<file path="config.mk">
export PLATFORM = sky130hd
export DESIGN_NAME = mul_operand_sequencer
export DESIGN_NICKNAME = d
export VERILOG_FILES = /design/src/rtl/mul_operand_sequencer.sv
export SDC_FILE = /design/constraint.sdc
export NUM_CORES = 1
export LEC_CHECK = 0
export BUFFER_PORTS_ARGS = -buffer_cell sky130_fd_sc_hd__clkbuf_2
export CAP_MARGIN = 10
export CORE_MARGIN = 8
export CORE_UTILIZATION = 35
export CTS_CLUSTER_SIZE = 28
export DETAILED_ROUTE_END_ITERATION = 8
export SYNTH_ARGS = -nofsm -noshare
export SYNTH_HDL_FRONTEND = slang
export SYNTH_SLANG_ARGS = --single-unit
</file>
<file path="constraint.sdc">
create_clock -name clk -period 3.3 [get_ports clk]
set_clock_uncertainty 0.2 [all_clocks]
set_input_delay 0.495 -clock clk [delete_from_list [all_inputs] [get_ports clk]]
set_output_delay 0.495 -clock clk [all_outputs]
set_load 0.01 [all_outputs]
</file>
<file path="src/rtl/mul_operand_sequencer.sv">
// mul_operand_sequencer
//   Feeds the repeated-addition multiplier. Operand pairs from a producer are
//   buffered in a DEPTH-entry FIFO and presented on the multiplier's shared
//   data_in bus as A (with a one-cycle start strobe), then B. The sequencer
//   then waits for mul_done, captures the product, and offers it to a consumer
//   over a valid/ready handshake.
//
//   Optional feature macro: MUL_TIMEOUT_EN
//     When defined, a WAIT longer than TIMEOUT_CYCLES cycles ends with an
//     all-ones result and sets the sticky err flag. When undefined, WAIT is
//     unbounded and err is tied low.
//
// Ports
//   clk, rst      rising-edge clock, asynchronous active-high reset
//   in_valid      producer offers {in_a, in_b}
//   in_ready      FIFO not full (from registered occupancy only)
//   in_a, in_b    multiplicand / multiplier operands
//   data_out      drives multiplier data_in (A, then B, held during WAIT)
//   start         one-cycle strobe to the multiplier controller
//   mul_done      multiplier done level (only observed in WAIT)
//   mul_product   multiplier product
//   res_valid     captured product available
//   res_ready     consumer accepts the product
//   res_data      captured product
//   level         FIFO occupancy
//   busy          sequencer is not idle
//   err           sticky timeout flag
module mul_operand_sequencer #(
    parameter int WIDTH          = 16,
    parameter int DEPTH          = 4,
    parameter int TIMEOUT_CYCLES = 1023
) (
    input  logic                     clk,
    input  logic                     rst,
    input  logic                     in_valid,
    output logic                     in_ready,
    input  logic [WIDTH-1:0]         in_a,
    input  logic [WIDTH-1:0]         in_b,
    output logic [WIDTH-1:0]         data_out,
    output logic                     start,
    input  logic                     mul_done,
    input  logic [WIDTH-1:0]         mul_product,
    output logic                     res_valid,
    input  logic                     res_ready,
    output logic [WIDTH-1:0]         res_data,
    output logic [$clog2(DEPTH):0]   level,
    output logic                     busy,
    output logic                     err
);

    localparam int AW = $clog2(DEPTH);
    localparam logic [AW:0] FULL_LEVEL = DEPTH[AW:0];

    if ((DEPTH < 2) || ((DEPTH & (DEPTH - 1)) != 0) || (TIMEOUT_CYCLES < 1)) begin : g_bad_params
        $error("mul_operand_sequencer: DEPTH must be a power of 2 >= 2 and TIMEOUT_CYCLES >= 1");
    end

    typedef enum logic [2:0] {
        S_IDLE,
        S_LOAD_A,
        S_LOAD_B,
        S_WAIT,
        S_RESULT
    } state_t;

    state_t state_q, state_d;

    logic [2*WIDTH-1:0] mem [DEPTH];
    logic [AW-1:0]      wr_ptr, rd_ptr;
    logic [WIDTH-1:0]   head_a, head_b;
    logic [WIDTH-1:0]   b_hold;
    logic [WIDTH-1:0]   res_q;
    logic               push, pop, capture, timeout;

    assign head_a   = mem[rd_ptr][2*WIDTH-1:WIDTH];
    assign head_b   = mem[rd_ptr][WIDTH-1:0];
    assign in_ready = (level != FULL_LEVEL);
    assign push     = in_valid && in_ready;
    assign pop      = (state_q == S_LOAD_B);
    assign capture  = (state_q == S_WAIT) && mul_done;
    assign busy     = (state_q != S_IDLE);
    assign res_data = res_q;

    // State register
    always_ff @(posedge clk or posedge rst) begin
        if (rst) begin
            state_q <= S_IDLE;
        end else begin
            state_q <= state_d;
        end
    end

    // Next-state logic
    always_comb begin
        state_d = state_q;
        case (state_q)
            S_IDLE:   if (level != '0) state_d = S_LOAD_A;
            S_LOAD_A: state_d = S_LOAD_B;
            S_LOAD_B: state_d = S_WAIT;
            S_WAIT:   if (capture || timeout) state_d = S_RESULT;
            S_RESULT: if (res_ready) state_d = S_IDLE;
            default:  state_d = S_IDLE;
        endcase
    end

    // Output logic
    always_comb begin
        data_out  = '0;
        start     = 1'b0;
        res_valid = 1'b0;
        case (state_q)
            S_LOAD_A: begin
                data_out = head_a;
                start    = 1'b1;
            end
            S_LOAD_B: data_out = head_b;
            // head has already been popped, so WAIT drives the saved copy of B
            S_WAIT:   data_out = b_hold;
            S_RESULT: res_valid = 1'b1;
            default:  ;
        endcase
    end

    // FIFO storage (contents need no reset; pointers and level do)
    always_ff @(posedge clk) begin
        if (push) begin
            mem[wr_ptr] <= {in_a, in_b};
        end
    end

    always_ff @(posedge clk or posedge rst) begin
        if (rst) begin
            wr_ptr <= '0;
            rd_ptr <= '0;
            level  <= '0;
            b_hold <= '0;
            res_q  <= '0;
        end else begin
            if (push) wr_ptr <= wr_ptr + 1'b1;
            if (pop) begin
                rd_ptr <= rd_ptr + 1'b1;
                b_hold <= head_b;
            end
            if (push && !pop) begin
                level <= level + 1'b1;
            end else if (!push && pop) begin
                level <= level - 1'b1;
            end
            if (capture) begin
                res_q <= mul_product;
            end else if (timeout) begin
                res_q <= '1;
            end
        end
    end

`ifdef MUL_TIMEOUT_EN
    localparam int CW = $clog2(TIMEOUT_CYCLES + 1);
    localparam logic [CW-1:0] LAST_WAIT = CW'(TIMEOUT_CYCLES - 1);

    logic [CW-1:0] wait_cnt;
    logic          err_q;

    // Counter sits at zero outside WAIT, so it is already clear on entry.
    assign timeout = (state_q == S_WAIT) && !mul_done && (wait_cnt == LAST_WAIT);
    assign err     = err_q;

    always_ff @(posedge clk or posedge rst) begin
        if (rst) begin
            wait_cnt <= '0;
            err_q    <= 1'b0;
        end else begin
            if (state_q != S_WAIT) begin
                wait_cnt <= '0;
            end else begin
                wait_cnt <= wait_cnt + 1'b1;
            end
            if (timeout) err_q <= 1'b1;
        end
    end
`else
    assign timeout = 1'b0;
    assign err     = 1'b0;
`endif

endmodule

</file>
# --- Yosys cells after proc, flatten, opt, wreduce, memory -nomap -nowiden ---
# Memory sizes are Yosys's and may differ from the RTL's.
# Index checks and enable logic that the tools add are counted.
# Widths: inputs -> output; s select.
word_totals:
  out_inout_bits: 40
  register_bits: 42
  mem_count: 1
  ram_bits: 128
memory_table:
  columns: ["memory", "depth", "word_bits", "rd", "rd_clocked_by_memory_dff", "write_ports", "line", "source"]
  rows:
  - ["mem", 4, 32, 1, 0, 1, "68", "logic [2*WIDTH-1:0] mem [DEPTH];"]
op_classes:
  reduce_logical: 11
  n_mux: 11
  eq_ne: 8
  n_addsub: 4
op_table:
  columns: ["operator", "n"]
  rows:
  - ["$pmux 16 s3", 1]
  - ["$mux 3", 5]
  - ["$pmux 3 s5", 1]
  - ["$eq 3x2->1 const B", 2]
  - ["$ne 2x2->1 const B", 3]
  - ["$reduce_bool 3->1", 2]
  - ["$add 2x1->2 const B", 2]
  - ["$logic_and 1x1->1", 4]
  - ["$mux 1", 4]
  - ["$add 3x1->3 const B", 1]
  - ["$eq 3x1->1 const B", 1]
  - ["$eq 3x3->1 const B", 1]
  - ["$logic_not 3->1", 1]
  - ["$ne 3x3->1 const B", 1]
  - ["$reduce_and 3->1", 1]
  - ["$sub 3x1->3 const B", 1]
  - ["$logic_not 1->1", 2]
  - ["$reduce_bool 2->1", 1]

# --- Longest topological paths before layout ---
logic_depth:
  depth_word: 6
  ltp_mapped: 11
  mapped_depth_nobuf: 8

# --- Worst setup path before layout ---
# Ideal clock, no wire load.
synth_timing:
  path_kind: "reg-to-reg"
  startpoint: "register level[0]"
  endpoint: "memory mem[0][0] (netlist bit) (enable)"
  stages_incl_launch_ff: 4
  slack_ps: 954
  t_required_ps: 2708
  t_arrival_ps: 1754
  period_less_slack_ps: 2346
  cell_sequence: "dfrtp_1 > nor2_1 > a21boi_1 > and2_1"
synth_via:
  elab_chain_len: 4
synth_lines:
  columns: ["element", "line", "source"]
  rows:
  - ["from (decl)", "46", "output logic [$clog2(DEPTH):0] level,"]
  - ["from (signal assigned)", "145", "level <= level + 1'b1;"]
  - ["from (signal assigned)", "147", "level <= level - 1'b1;"]
  - ["$ne 3x3->1", "77", "assign in_ready = (level != FULL_LEVEL);"]
  - ["$logic_and 1x1->1", "78", "assign push = in_valid && in_ready;"]
  - ["named net push", "73", "logic push, pop, capture, timeout;"]
  - ["$mux 1", "126", "if (push) begin"]
  - ["$mux 1 (not written as such)", "127", "mem[wr_ptr] <= {in_a, in_b};"]
  - ["to (decl)", "68", null]
# The timed path passes the listed nets, and every way through them passes these cells.

# --- Final worst setup path ---
layout_timing:
  startpoint: "register rd_ptr[0]"
  endpoint: "output port data_out[7]"
layout_via:
  elab_chain_len: 2
layout_lines:
  columns: ["element", "line", "source"]
  rows:
  - ["from (decl)", "69", "logic [AW-1:0] wr_ptr, rd_ptr;"]
  - ["from (signal assigned)", "141", "rd_ptr <= rd_ptr + 1'b1;"]
  - ["$mem_v2 4x32", null, null]
  - ["$pmux 16 s3", "111", "case (state_q)"]
  - ["to (decl)", "39", "output logic [WIDTH-1:0] data_out,"]
# No other way between the ends.

==> out/results.txt <==
The number of pins exceeding their max-slew limit in the final report is 0. The overall routing resource usage was 0.1212; the final net count was 541. The critical path's largest stage delay was 0.38 ns. The clock latency on the worst-skew pair came out at 0.42 ns. The predominant post-synthesis flop cell is sky130_fd_sc_hd__edfxtp_1. The final-report setup violation count was 0; the worst setup slack for register-to-register paths was 0.84 ns.

The fraction of layout cells with a size suffix above 1 was 0.4453; the final estimated routing congestion in global placement was 0.7819. Across all layers, the routed design uses 3,613 vias. In this run the number of H-tree levels came out at 4. In this run, synthesis produced a sequential element count of 170. Synthesized netlist net count: 441.

The cell area that synthesis handed to floorplanning was 0.006853 mm². Type of element launching the critical path: a register. The tree built by TritonCTS fans out to 170 sinks.

The run gives 0 as the number of hold-slack violations in the final timing report. Among cell families on the critical path, the largest total delay comes from compound AO/OA/AOI/OAI gates. The wire-length estimate of the detail-placed layout is 9355 µm.

The post-route clock period utilization works out to 0.8705. Count of port buffers added during placement: 91. The remaining global-route overflow is 0.

Dividing the synthesized area by the synthesized cell count gives 17.94 µm². After layout, the design draws a total of 7996 µW. Summed over all layers, the routed wires come to 14,230 µm. The first-pass GRT wire length was 22,100 µm; the post-layout minimum cycle time was 2.873 ns. The worst hold path terminates at state_q[2]$_DFFE_PP0P_. The tools report the area of the core region as 0.01933 mm².

After detailed placement, the total cell area comes to 0.007602 mm². Number of DRC markers after the initial detailed-route iteration: 217. The yosys synthesis warning count was 0. The slowest cell on the critical path was sky130_fd_sc_hd__mux2_2. Maximum fanout along the worst path: 50. The run gives 0 as the max capacitance violation total.

The most critical setup path has its startpoint at rd_ptr[0]$_DFFE_PP0N_. The tools report the peak clock frequency supported by timing as 0.3481 GHz. STA puts the critical path data required time at 2.60 ns.

For the row count, the log shows 51. Slew of the pin with the lowest slew margin: 1.022 ns. The type of destination of the critical path was a primary output.

Number of gates resized after cts: 0. The die covers 0.02431 mm². The tools report the worst reg2reg path startpoint as level[0]$_DFFE_PP0P_. For the count of distinct cell types in the synthesized netlist, the log shows 32. The die is 155.9 µm tall. Entering global routing, the biggest net connects 51 pins. The sequential fraction of the synthesis area is 0.7143.

With fillers left out, the area of the finished cells amounts to 0.008210 mm². The repair_antennas step left the layout with diodes totalling 0. The final sum of negative setup slack is 0 ns, and the number of cell instances on the worst register-to-register path is 8. The logs give 0 for the number of buffers added for setup after CTS and 1,710 for the number of inserted filler cells in the final layout. The logs give 382 for the number of standard cells after synthesis and 0.003083 µW for the leakage dissipation.

The number of antenna violations at the first check in global routing was 2; the number of synthesized flops with an enable pin was 128. Measured along the x axis, the die boundary spans 155.9 µm. The worst hold path belongs to the class primary input to register. The initial core utilization was 0.3544. The growth of design area from synthesis to finish was 19.81%. TritonCTS built the clock tree. The number of global-route vias before repair was 3,961; the DRC violations left was 0. First-pass iteration count of the detailed router: 4. Clock tree synthesis selected as its root buffer the cell sky130_fd_sc_hd__clkbuf_16. The count of nets left with antenna violations after detail routing was 0; the mean routed wirelength per cell was 18.74 µm.

Clock-pin slew was measured on the worst setup and hold paths at 0.06 ns. The post-synthesis async set-or-reset flop share is 0.2471, and the hold buffer count at CTS is 0. Across the VDD grid, the largest voltage drop is 0.0003599 V.

The flow ran to the end, and the final reports show no timing, DRC or antenna violations. The endpoint identified for the worst register-to-register timing path is level[2]$_DFFE_PP0P_. The multi-input combinational cells in the finished layout cover a total of 0.001790 mm². Setup repair after global routing left no endpoint under its margin. Leaving out fill and tap cells, the most frequent cell in the layout is sky130_fd_sc_hd__edfxtp_1.

The worst hold path passes through 2 cells. For the max-slew headroom at the worst pin, the log shows 0.3180. The worst hold path begins at res_ready. The detailed-route vias per instance was 4.760. For the number of clock buffers inserted by TritonCTS, the log shows 17. Across the whole layout, storage elements account for 0.004896 mm². In the layout the commonest cells are 128 x sky130_fd_sc_hd__edfxtp_1, 91 x sky130_fd_sc_hd__clkbuf_2, 55 x sky130_fd_sc_hd__mux2_2. Walking the worst path, the cells encountered are buf_12 > mux2_2 > a22oi_1 > a31oi_1 > clkbuf_2. The total buffers and inverters traversed by the critical path was 2; the count of pins on the block boundary was 93. The tools report the clock tree buffer depth as 2.

The critical path class is register to primary output. For this design the ratio of total power to cell area is 973.9 mW/mm². For the arrival time at the worst endpoint, the log shows 2.18 ns.
==> area by class of cell <==
cell class / instances / area share
clock buffer: 17 / 0.05181
clock inverter: 14 / 0.02225
inverter: 7 / 0.003200
multi-input combinational: 183 / 0.2181
sequential: 170 / 0.5963
tap: 265 / 0.04038
timing repair buffer: 103 / 0.06797
==> kinds of logic (layout without fill, tap and decap cells) <==
group / after synthesis / after routing / share of synthesized area
flip-flops: 170 / 170 / 0.7143
other: 1 / 1 / 0.0005472
AND/OR/NAND/NOR: 52 / 52 / 0.03725
XOR/XNOR: 6 / 6 / 0.007670
adder cells (fa/ha/maj): 6 / 6 / 0.01205
AO/OA/AOI/OAI: 36 / 36 / 0.03597
buffers and inverters: 29 / 141 / 0.02520
multiplexers: 82 / 82 / 0.1671
==> state kept, by name, summed over array words and instances, names as in the netlist <==
signal,count
res_data,16
b_hold,16
state_q,3
level,3
rd_ptr,2
wr_ptr,2
mem,128
==> stage by stage <==
step	hold WS (ns)	util	setup slack [ns]	std cells
after floorplan	0.2804	-	0.9543	382
after global placement	0.2885	0.3932	0.9185	728
after detailed placement	0.2959	0.3932	0.8608	728
after CTS	0.05104	0.4246	0.4698	759
after global routing	0.05787	0.4246	0.3733	759
final	0.06664	0.4246	0.4274	759
==> per-layer routing <==
| metal | part of all wire | track usage | vias up |
|---|---|---|---|
| met5 | 0.0019 | 0 | - |
| met4 | 0.014 | 0.04621 | 4 |
| met3 | 0.037 | 0.03186 | 16 |
| met2 | 0.54 | 0.2151 | 65 |
| met1 | 0.40 | 0.1368 | 1867 |
| li1 | - | - | 1661 |
==> worst max-delay path by stage <==
stage,endpoint,slack [ns],depth (start not counted)
finish,data_out[7],0.43,5
global route,data_out[15],0.37,4
CTS,data_out[7],0.47,5
detailed placement,level[2]$_DFFE_PP0P_,0.86,8
global placement,data_out[3],0.92,5
floorplan,mem[0][0]$_DFFE_PP_,0.95,3
==> synthesized netlist by cell type, types with 2 or more instances <==
library cell | n | area, µm²
sky130_fd_sc_hd__mux2_4 | 11 | 165.2
sky130_fd_sc_hd__nor3b_1 | 2 | 15.01
sky130_fd_sc_hd__nor2b_1 | 2 | 12.51
sky130_fd_sc_hd__a31oi_1 | 16 | 100.1
sky130_fd_sc_hd__buf_6 | 5 | 56.30
sky130_fd_sc_hd__nor2_1 | 3 | 11.26
sky130_fd_sc_hd__edfxtp_1 | 128 | 3844
sky130_fd_sc_hd__xor2_1 | 3 | 26.28
sky130_fd_sc_hd__clkbuf_1 | 4 | 15.01
sky130_fd_sc_hd__ha_1 | 5 | 62.56
sky130_fd_sc_hd__mux2_2 | 55 | 619.3
sky130_fd_sc_hd__a22oi_1 | 16 | 120.1
sky130_fd_sc_hd__dfrtp_1 | 42 | 1051
sky130_fd_sc_hd__inv_1 | 7 | 26.28
sky130_fd_sc_hd__and2_1 | 5 | 31.28
sky130_fd_sc_hd__mux4_2 | 16 | 360.4
sky130_fd_sc_hd__buf_4 | 4 | 30.03
sky130_fd_sc_hd__buf_2 | 8 | 40.04
sky130_fd_sc_hd__xnor2_1 | 3 | 26.28
sky130_fd_sc_hd__nand2_1 | 35 | 131.4
==> report_power, final <==
part / internal, µW / switching (µW) / leakage (µW) / total [µW]
combinational: 1280 / 1490 / 0.00113 / 2780
sequential: 2930 / 252 / 0.00167 / 3190
clock: 1200 / 830 / 0.000288 / 2030
total: 5420 / 2580 / 0.00308 / 8000
==> worst reg2reg max path: cells and delay by family, from the launching register on <==
family / cells / cell delay [ns]
buf+inv: 1 / 0.07
simple gates: 2 / 0.23
xor+xnor: 2 / 0.32
flops: 1 / 0.46
compound gates: 1 / 0.45
fa+ha+maj: 2 / 0.67
No activity file was read; power rests on OpenSTA's default activity.
